[src/rtl/keccak_round_sched.sv]
// Keccak round scheduler: runs theta..addRC units per round over a
// ping-pong state memory, then pulses done once per permutation.
// Ports:
//   clk, rst    clock, sync active-high reset
//   start       begin a permutation (IDLE only)
//   step_en     one-hot level enable to the active unit
//   step_done   per-unit completion pulses
//   round_idx   current round for addRC
//   rd_bank     bank the active unit reads
//   wr_bank     bank the active unit writes (~rd_bank)
//   busy        high outside IDLE
//   done        one-cycle completion pulse
//   error       sticky fault flag
// Optional macro: ROUND_SCHED_WDOG_EN adds a WAIT-state watchdog.
module keccak_round_sched #(
  parameter int NUM_ROUNDS  = 24,
  parameter int NUM_STEPS   = 5,
  parameter int WDOG_CYCLES = 4096
) (
  input  logic                 clk,
  input  logic                 rst,
  input  logic                 start,
  output logic [NUM_STEPS-1:0] step_en,
  input  logic [NUM_STEPS-1:0] step_done,
  output logic [4:0]           round_idx,
  output logic                 rd_bank,
  output logic                 wr_bank,
  output logic                 busy,
  output logic                 done,
  output logic                 error
);

  localparam int SW = (NUM_STEPS > 1) ? $clog2(NUM_STEPS) : 1;

  typedef enum logic [2:0] {
    S_IDLE,
    S_RUN,
    S_WAIT,
    S_GAP,
    S_FIN
  } state_t;

  state_t                 state_q;
  logic [SW-1:0]          step_q;
  logic [4:0]             round_q;
  logic                   rd_q;
  logic [NUM_STEPS-1:0]   en_q;
  logic                   busy_q;
  logic                   done_q;
  logic                   err_q;

  logic [NUM_STEPS-1:0]   act_mask;
  logic                   acc;
  logic                   stray;
  logic                   last_step;
  logic                   last_round;
  logic                   wdog_hit;

  assign act_mask   = NUM_STEPS'(1) << step_q;
  assign acc        = |(step_done & act_mask);
  // In IDLE no unit is active, so any pulse is unexpected.
  assign stray      = (state_q == S_IDLE) ? |step_done
                                          : |(step_done & ~act_mask);
  assign last_step  = (step_q == SW'(NUM_STEPS - 1));
  assign last_round = (round_q >= 5'(NUM_ROUNDS - 1));

`ifdef ROUND_SCHED_WDOG_EN
  localparam int CW = $clog2(WDOG_CYCLES + 1);

  logic [CW-1:0] wdog_q;

  // Counts WAIT cycles; zero everywhere else, so RUN entry clears it.
  always_ff @(posedge clk) begin
    if (rst || state_q != S_WAIT) begin
      wdog_q <= '0;
    end else begin
      wdog_q <= wdog_q + CW'(1);
    end
  end

  assign wdog_hit = (state_q == S_WAIT) && !acc &&
                    (wdog_q == CW'(WDOG_CYCLES - 1));
`else
  assign wdog_hit = (WDOG_CYCLES < 1);
`endif

  always_ff @(posedge clk) begin
    if (rst) begin
      state_q <= S_IDLE;
      step_q  <= '0;
      round_q <= '0;
      rd_q    <= 1'b0;
      en_q    <= '0;
      busy_q  <= 1'b0;
      done_q  <= 1'b0;
      err_q   <= 1'b0;
    end else begin
      done_q <= 1'b0;
      if (stray) begin
        err_q <= 1'b1;
      end
      unique case (state_q)
        S_IDLE: begin
          if (start) begin
            state_q <= S_RUN;
            step_q  <= '0;
            round_q <= '0;
            rd_q    <= 1'b0;
            busy_q  <= 1'b1;
            err_q   <= 1'b0;
          end
        end
        S_RUN: begin
          en_q    <= act_mask;
          state_q <= S_WAIT;
        end
        S_WAIT: begin
          if (acc) begin
            en_q    <= '0;
            rd_q    <= ~rd_q;
            state_q <= S_GAP;
          end else if (wdog_hit) begin
            en_q    <= '0;
            err_q   <= 1'b1;
            busy_q  <= 1'b0;
            state_q <= S_IDLE;
          end
        end
        S_GAP: begin
          if (!last_step) begin
            step_q  <= step_q + SW'(1);
            state_q <= S_RUN;
          end else if (!last_round) begin
            step_q  <= '0;
            round_q <= round_q + 5'd1;
            state_q <= S_RUN;
          end else begin
            done_q  <= 1'b1;
            state_q <= S_FIN;
          end
        end
        S_FIN: begin
          busy_q  <= 1'b0;
          state_q <= S_IDLE;
        end
        default: begin
          en_q    <= '0;
          busy_q  <= 1'b0;
          state_q <= S_IDLE;
        end
      endcase
    end
  end

  assign step_en   = en_q;
  assign round_idx = round_q;
  assign rd_bank   = rd_q;
  assign wr_bank   = ~rd_q;
  assign busy      = busy_q;
  assign done      = done_q;
  assign error     = err_q;

endmodule
[config.mk]
export PLATFORM = sky130hd
export DESIGN_NAME = keccak_round_sched
export DESIGN_NICKNAME = d
export VERILOG_FILES = /design/src/rtl/keccak_round_sched.sv
export SDC_FILE = /design/constraint.sdc
export NUM_CORES = 1
export LEC_CHECK = 0
export CAP_MARGIN = 20
export CELL_PAD_IN_SITES_DETAIL_PLACEMENT = 1
export CELL_PAD_IN_SITES_GLOBAL_PLACEMENT = 1
export CORE_ASPECT_RATIO = 1.1
export CORE_MARGIN = 3
export CORE_UTILIZATION = 37
export DETAILED_ROUTE_END_ITERATION = 6
export PLACE_DENSITY = 0.76
export SYNTH_ARGS = -nofsm -noshare
export SYNTH_HDL_FRONTEND = slang
export SYNTH_SLANG_ARGS = --single-unit
[constraint.sdc]
create_clock -name clk -period 2 [get_ports clk]
set_clock_uncertainty 0.1 [all_clocks]
set_input_delay 0.4 -clock clk [delete_from_list [all_inputs] [get_ports clk]]
set_output_delay 0.4 -clock clk [all_outputs]
set_load 0.005 [all_outputs]
# Yosys cells after proc, flatten, opt, wreduce, memory -nomap -nowiden
# Cells that the tools add are included.
[word_totals] reg_bits=20 input_bits=8 out_inout_bits=15
[op_classes] add_sub_neg=2 order_cmp=1 n_eq_ne=10 shift=1 mux=25 n_bitwise=8 reduce_logical=15
[ops] op="$mux 3" n=7
[ops] op="$mux 5" n=4
[ops] op="$pmux 5 s3" n=1
[ops] op="$reduce_or 5->1" n=3
[ops] op="$pmux 3 s4" n=1
[ops] op="$and 5x5->5" n=2
[ops] op="$pmux 5 s2" n=1
[ops] op="$reduce_or 3->1" n=3
[ops] op="$mux 1" n=8
[ops] op="$ne 2x2->1 const B" n=4
[ops] op="$eq 3x2->1 const B" n=2
[ops] op="$eq 3x3->1 const B" n=2
[ops] op="$pmux 3 s2" n=1
[ops] op="$reduce_and 2->1" n=3
[ops] op="$reduce_and 3->1" n=2
[ops] op="$add 5x1->5 const B" n=1
[ops] op="$ge 5x5->1 const B" n=1
[ops] op="$not 1->1" n=5
[ops] op="$not 5->5" n=1
[ops] op="$shl 1x3->5 const A" n=1
[ops] op="$pmux 1 s2" n=2
[ops] op="$reduce_and 4->1" n=1
[ops] op="$reduce_bool 2->1" n=2
[ops] op="$add 3x1->3 const B" n=1
[ops] op="3 further kinds" n=3

# Logic depth before layout (Yosys ltp)
# Gate-level depths: netlist of the first run.
[depth] depth_word=8 depth_mapped=6

# Least setup slack after synthesis of the first run
# Ideal clock, no wire load.
[synth_path] path_type="reg-to-reg" startpoint="register step_q[0]" endpoint="register en_q[1], in the netlist step_en[1]" setup_ns=0.085 t_arrival_ns=1.464 t_required_ns=1.815 path_slack_ns=0.351 stages_incl_launch_ff=7 n_path_buf=0 cell_sequence="dfxtp_1 inv_1 ha_1 a222oi_1 mux2_2 a21oi_4 o31ai_2"
[synth_between] elab_chain_len=5 word_cells_on_any_way=6 classes_between="eq/ne: 1; shift: 1; mux: 1; bitwise: 1; reduce/logical: 2"
[synth_rtl] element="start: declaration" line="44" text="logic [SW-1:0] step_q;"
[synth_rtl] element="start signal: assignment" line="131" text="step_q <= step_q + SW'(1);"
[synth_rtl] element="$shl 1x3->5 (*)" line="59" text="assign act_mask = NUM_STEPS'(1) << step_q;"
[synth_rtl] element="$and 5x5->5" line="60" text="assign acc = |(step_done & act_mask);"
[synth_rtl] element="$reduce_or 5->1" line="60"
[synth_rtl] element="$ne 2x2->1 (no source line)"
[synth_rtl] element="$reduce_and 2->1 (no source line)"
[synth_rtl] element="end signal: assignment" line="114" text="en_q <= act_mask;"
[synth_rtl] element="end: declaration" line="47" text="logic [NUM_STEPS-1:0] en_q;"
# Mark *: on every way between the ends. The rest lies on a longest branch, timed or not.
# A chain may end at the register's enable or synchronous reset.

# Final worst setup path of the first run
[layout_path] startpoint="register round_q[3], in the netlist round_idx[3]" endpoint="output round_idx[3]"
[layout_lines] element="start: declaration" line="45" text="logic [4:0] round_q;"
[layout_lines] element="start signal: assignment" line="135" text="round_q <= round_q + 5'd1;"
[layout_lines] element="end: declaration" line="25" text="output logic [4:0] round_idx,"
# No word-level cell between the ends.

==> results by group, run 1 <==
Power and ir drop
  – Clk pwr share: 0.320
  – Power density cells: 742.2 nW/um^2
  – Peak VDD IR: 0.0004717 V
  – Gate power share: 0.250
  – Int Pwr: 0.0007502 W
  – Pleak: 0.5124 nW
  – Sw Pwr: 0.0003223 W
  – Flop pwr share: 0.430
  – Switch share: 0.3005

STA
  – Least-Margin Pin Slew: 516.3 ps
  – Setup-failing EPs final: 0
  – Final hold viol count: 0
  – F_max: ~540 MHz
  – Tcrit/Tclk final: 0.9311
  – RSZ-0062 raised after global routing: false
  – Pins Over Slew Limit: 0
  – Max_slew headroom: 0.6535
  – Min cycle time layout: 1862 ps
  – Total negative slack: 0 ps

Synthesis
  – Ys flop type: dfxtp_1
  – Commonest cells in the netlist: 20 x dfxtp_1, 14 x inv_1, 12 x nand2_1
  – Synth area leader: dfxtp_1
  – Gate Count Post-Synth: between 100 and 150
  – Async SR Flop Fraction: 0
  – Post-synth cell types: 44
  – #FFs+latches synth: 20
  – Register area share after synthesis: 0.3474
  – Syn nets: 144
  – Synth area leaders: dfxtp_1 35%, ha_1 6.5%, o31ai_2 5.4%, inv_1 4.6%, nand2_1 3.9%
  – Top-area cell type share of the netlist area: 0.3474
  – Syn_area_per_cell: roughly 9 sq um
  – YS warnings: 0
  – Most common cell in the synthesized netlist: dfxtp_1
  – Post-synth EDFFs: 0
  – Synthesized area: around 1200 sq um

Die
  – Core Footprint: 2878 sq um
  – Die height: approximately 65 microns
  – Die W: 59.21 microns
  – FP Rows: 20
  – Die ar.: 3821 sq um
  – # IOs: 23
  – Initial core utilization: 0.4004

Global route
  – Initial antenna violation count: 0
  – Largest net degree at the start of global routing: 17
  – GRT overflow: 0
  – GRT Overall Usage: 0.1681
  – Vias in the first global route: between 1000 and 1500
  – First-pass GRT wire length: 4.933 mm

Clock tree
  – Clk_lat worst skew: about 320 ps
  – Clk slew on worst S/H paths: ~130 ps
  – CTS H-tree lvls: 1
  – Max Buffers Root-to-Sink: 2
  – Total CTS buffers: 3
  – CTS tree: yes
  – Clk root buf: clkbuf_4
  – CTS Sinks: 20

Detailed routing
  – Drt drc: 0
  – Routed vias/inst: about 5.6
  – Initial DRC Count: 39
  – Initial DRT Pass Iterations: 4
  – Number of routed nets with antenna violations: 0
  – Final WL: 2.998 mm
  – Routed wire per std cell: 16.21 microns
  – Total number of vias: 1028

Cells and area
  – Ant diodes: 0
  – Fraction of layout cells with a size suffix above 1: 0.1316
  – Area grow syn2layout: 25.41%
  – Fillers: between 300 and 400
  – Final non-filler cell total: 185
  – Final nets: 167

Setup path
  – Worst-case reg-to-reg path depth: 6
  – Reg2Reg Setup Slack: around 200 ps
  – CP top delay family: buffers and inverters
  – Cell Chain, Critical Path: clkdlybuf4s50_1
  – Critical path class: flop to output port
  – Req. time, crit path: 1500 ps
  – Max Fanout on Critical Path: 7
  – Critical path arrival: 1360 ps
  – Crit-path slowest cell: clkdlybuf4s50_1
  – Slowest stage delay, CP: ~560 ps
  – Worst R2R End: state_q[0]$_SDFFE_PP0P_
  – Worst setup path start: round_idx[3]$_SDFFE_PP0P_
  – CP Launch Type: flop
  – Reg2Reg Launch Point: step_q[1]$_SDFFE_PP0P_
  – Crit path buf inv count: 1
  – Crit end category: output port

Run status
  – Outcome: completed

Place
  – PortBufs: 22
  – Inst Count DP: 181
  – Routability cong.: 0.8323
  – Final HPWL DP: between 2 and 2.5 mm

Worst hold path
  – Worst Hold Path EP: busy$_SDFFE_PP0P_
  – Hold path depth: 2
  – Launch point of the worst hold path: busy$_SDFFE_PP0P_
  – Hold crit path type: flop to flop

Run
  – MaxCap Viol Count: 0
## flip-flops by register name (all words and copies together), names as in the netlist
signal	flops
busy	1
done	1
error	1
rd_bank	1
round_idx	5
state_q	3
step_en	5
step_q	3
## cell type report
class,count,area [sq um],share of cell area
multi-input combinational,90,661.9,0.4580
sequential,20,401.6,0.2779
timing repair buffer,24,235.2,0.1628
inverter,14,52.55,0.03636
tap,33,41.29,0.02857
clock inverter,1,30.03,0.02078
clock buffer,3,22.52,0.01558
## what timing repair did
| item | 4_1_cts | 5_1_grt |
|---|---|---|
| setup buffers | 0 | 0 |
| hold buffers | 0 | 0 |
| endpoints found under the setup margin | 0 | 4 |
| hold endpoints to repair | 0 | 0 |
| resized for setup | 0 | 2 |
## cell families after synthesis
kind of cell	after synthesis	share of synthesized area
fa+ha+maj	6	0.06514
compound gates	36	0.2671
xor+xnor	2	0.01520
buf+inv	20	0.08142
mux	2	0.01846
simple gates	44	0.2052
flops	20	0.3474
## through the flow
stage          power [W]  utilization  area [sq um]  hold slack [ps]  setup slack (ps)
5_1_grt         0.001126       0.5022          1445            418.7             61.66
2_1_floorplan  0.0006540            -          1152            366.3             351.4
4_1_cts         0.001077       0.5004          1440            388.7             111.7
6_report        0.001073       0.5022          1445            383.8             137.8
3_3_place_gp   0.0007251       0.4822          1388            362.7             102.5
3_5_place_dp   0.0007380       0.4822          1388            369.8             51.00
## how the worst max path moves through the flow
stage | depth (start not counted) | end | slack [ps]
finish | 1 | round_idx[3] | 140
global route | 6 | step_en[1]$_SDFFE_PP0P_ | 60
CTS | 6 | state_q[0]$_SDFFE_PP0P_ | 110
detailed placement | 5 | state_q[0]$_SDFFE_PP0P_ | 50
global placement | 4 | step_en[4]$_SDFFE_PP0P_ | 100
floorplan | 6 | step_en[1]$_SDFFE_PP0P_ | 350
## layer usage
metal  track usage  up-vias  part of all wire
met5             0        -                 0
met4       0.05949        0             0.015
met3       0.02789        5             0.030
met2        0.3005       20              0.51
met1        0.1954      495              0.44
li1              -      508                 -
## power by group through the flow
stage | Sequential, W | Clock (W) | Combinational, W
after CTS | 0.000460 | 0.000346 | 0.000270
after global placement | 0.000466 | 0 | 0.000259
final | 0.000461 | 0.000343 | 0.000268
after global routing | 0.000466 | 0.000367 | 0.000293
after floorplan | 0.000451 | 0 | 0.000203
after detailed placement | 0.000469 | 0 | 0.000268
## layout by cell type, fill, tap and decap left out, types with 2 or more instances in the layout
master and count:
a21oi_4 2, o31ai_2 5, nand3_1 6, clkdlybuf4s50_1 22
ha_1 6, o21ai_1 3, inv_1 14, a31oi_1 2
a21oi_1 6, nor3_1 4, nor2_1 7, and2_1 2
o21ai_0 4, nor4b_1 2, a211oi_1 2, o2111ai_1 2
dfxtp_1 19, clkbuf_4 3, a311oi_1 2, nand2_1 12
buf_4 2
Note: power is estimated with default switching activity, not from simulation.
==> run 2: changes to the inputs <==
- ABC_AREA: default -> 1
- CAP_MARGIN: 20 -> 40
- CORE_UTILIZATION: 37 -> 35
- PLACE_DENSITY: 0.76 -> 0.77
- SKIP_LAST_GASP: default -> 1
==> run 2 against run 1 <==
Sequential power down 6.1%; synthesized cell count increased by 24%; worst setup slack improved by 65 ps; fmax grew 3.6%; sequential share of layout area increased by 0.48 points; cell area shrank 2.0%; critical endpoint is now round_idx[4]; non-clock buffer count down 1.
==> results by group, run 2 <==
Die
  – Initial core utilization: 0.3830
  – Die ar.: 3860 sq um
  – Die W: 59.51 microns
  – Die height: 64.86 microns
  – FP Rows: 20
  – Core Footprint: between 2000 and 3000 sq um
  – # IOs: 23

Cells and area
  – Final nets: 201
  – Ant diodes: 0
  – Fillers: 391
  – Commonest cells after routing, fill and taps aside: 44 x nand2_1, 22 x clkdlybuf4s50_1, 20 x nand3_1, 20 x dfxtp_1
  – FF+latch area: 400.4 sq um
  – Fraction of layout cells with a size suffix above 1: 0.07527
  – Multi-input gate area: 618.1 sq um
  – Most common library cell in the layout ignoring fill and taps: nand2_1
  – Area grow syn2layout: 28.49%

Global route
  – GRT Overall Usage: 0.1708
  – GRT overflow: 0
  – First-pass GRT wire length: 5.202 mm
  – GR Layer Usage met1: 0.2082
  – Met2 Use GR: 0.2923
  – Vias in the first global route: 1177
  – Initial antenna violation count: 0
  – Most Crowded Layer GR: met2
  – Largest net degree at the start of global routing: 13
  – Met3 Use GR: 0.03586

Clock tree
  – Setup Fix Bufs, Post-CTS: 0
  – Cts hold-fix bufs: 0
  – Clk slew on worst S/H paths: between 100 and 150 ps
  – Max Buffers Root-to-Sink: 2
  – CTS Sinks: 20
  – Resized Gates After CTS: 0
  – Clk root buf: clkbuf_4
  – Clk_lat worst skew: roughly 300 ps
  – CTS tree: yes
  – CTS H-tree lvls: 1
  – Total CTS buffers: 3

Worst hold path
  – Worst Hold Path EP: step_en[1]$_SDFFE_PP0P_
  – Hold path depth: 2
  – Launch point of the worst hold path: step_en[1]$_SDFFE_PP0P_
  – Hold crit path type: flop to flop

Synthesis
  – Gate Count Post-Synth: 161
  – YS warnings: 0
  – Ys flop type: dfxtp_1
  – Async SR Flop Fraction: 0
  – Top-area cell type share of the netlist area: 0.3632
  – Syn_area_per_cell: 6.847 sq um
  – Register area share after synthesis: 0.3632
  – Commonest cells in the netlist: 44 x nand2_1, 20 x dfxtp_1, 20 x nand3_1
  – #FFs+latches synth: 20
  – Post-synth cell types: 23
  – Syn nets: 175
  – Synth area leader: dfxtp_1
  – Post-synth EDFFs: 0
  – Most common cell in the synthesized netlist: nand2_1
  – Synthesized area: 1102 sq um
  – Synth area leaders: dfxtp_1 36%, nand2_1 15%, nand3_1 9.1%, a21oi_1 7.7%, ha_1 6.8%

Setup path
  – Reg2Reg Launch Point: step_q[0]$_SDFFE_PP0P_
  – Req. time, crit path: around 1500 ps
  – Slowest stage delay, CP: 540 ps
  – Crit end category: output port
  – Reg2Reg Setup Slack: ~320 ps
  – Critical path class: flop to output port
  – Crit path buf inv count: 1
  – CP Launch Type: flop
  – Critical path arrival: 1300 ps
  – Worst R2R End: round_idx[3]$_SDFFE_PP0P_
  – CP top delay family: buffers and inverters
  – Worst-case reg-to-reg path depth: 9
  – Max Fanout on Critical Path: 5
  – Cell Chain, Critical Path: clkdlybuf4s50_1
  – Crit-path slowest cell: clkdlybuf4s50_1

Detailed routing
  – Initial DRT Pass Iterations: 4
  – Initial DRC Count: 27
  – Total number of vias: 1114
  – Number of routed nets with antenna violations: 0
  – Final WL: between 2 and 3 mm
  – Routed wire per std cell: 13.32 microns
  – Drt drc: 0
  – Routed vias/inst: between 5 and 6

STA
  – Setup-failing EPs final: 0
  – Pins Over Slew Limit: 0
  – Min cycle time layout: 1797 ps
  – Tcrit/Tclk final: 0.8986
  – RSZ-0062 raised after global routing: false
  – Final hold viol count: 0
  – F_max: 556.4 MHz
  – Total negative slack: 0 ps
  – Least-Margin Pin Slew: 396.5 ps
  – Max_slew headroom: 0.7349

Power and ir drop
  – Pleak: 0.6071 nW
  – Power density cells: between 600 and 700 nW/um^2
  – Peak VDD IR: 0.0003313 V
  – Overall power: 0.0009564 W

Run status
  – Outcome: completed

Place
  – PortBufs: 22
  – Final HPWL DP: 2.404 mm
  – Routability cong.: 0.7944

Run
  – MaxCap Viol Count: 0
-- run 2: cell types whose count changed in the layout (fill, tap and decap cells not counted), moves of 3 or more --
cell,delta
nor2_1,+8
a21oi_1,+11
o31ai_2,-5
nand2_1,+32
nand3_1,+14
o21ai_1,-3
inv_1,+3
-- run 2: through the flow --
stage,cells,utilization,worst slack [ps],hold slack (ps),area (sq um)
after global routing,219,0.4922,110.2,402.8,1416
after floorplan,161,-,520.1,356.0,1102
after global placement,215,0.4739,211.7,352.6,1364
final,219,0.4922,202.9,378.6,1416
after CTS,219,0.4922,208.9,381.1,1416
after detailed placement,215,0.4739,149.3,362.0,1364
-- run 2: how the worst max path moves through the flow --
stage / start / endpoint / slack (ps) / cells after the start
5_1_grt: step_q[0]$_SDFFE_PP0P_ / round_idx[3]$_SDFFE_PP0P_ / 110 / 9
3_3_place_gp: start / round_idx[1]$_SDFFE_PP0P_ / 210 / 6
6_report: round_idx[4]$_SDFFE_PP0P_ / round_idx[4] / 200 / 1
4_1_cts: round_idx[4]$_SDFFE_PP0P_ / round_idx[4] / 210 / 1
2_1_floorplan: step_q[0]$_SDFFE_PP0P_ / step_q[2]$_SDFFE_PP0P_ / 520 / 8
3_5_place_dp: start / round_idx[3]$_SDFFE_PP0P_ / 150 / 6
-- run 2: cell families (layout without fill, tap and decap cells) --
family                     after synthesis  count (layout)  share of synthesized area
and+or+nand+nor                         92              92                     0.3848
buffers and inverters                   22              47                    0.07605
AOI/OAI and AO/OA                       21              21                     0.1078
DFF                                     20              20                     0.3632
adders and majority gates                6               6                    0.06810
-- run 2: layout make-up --
cell class | instances | area share
well taps | 33 | 0.02915
clock inverters | 1 | 0.02120
flip-flops and latches | 20 | 0.2827
repair buffers | 23 | 0.1608
multi-input cells | 119 | 0.4364
inverters | 20 | 0.05389
clock buffers | 3 | 0.01590
-- run 2: per-layer routing --
layer	share of wire	up-vias
met2	0.51	18
met5	0	-
met1	0.44	521
met4	0.0099	0
met3	0.040	4
li1	-	571
-- run 2: power by group --
part | internal [W] | switching [W]
Clock | 0.000203 | 0.000128
Sequential | 0.000416 | 0.0000176
Combinational | 0.0000794 | 0.000113
Total | 0.000698 | 0.000259
==> run 3: changes to the inputs <==
- CTS_CLUSTER_DIAMETER: default -> 40
==> results of run 3 <==
No change in the layout: final DEF, timing and power equal those of run 2.
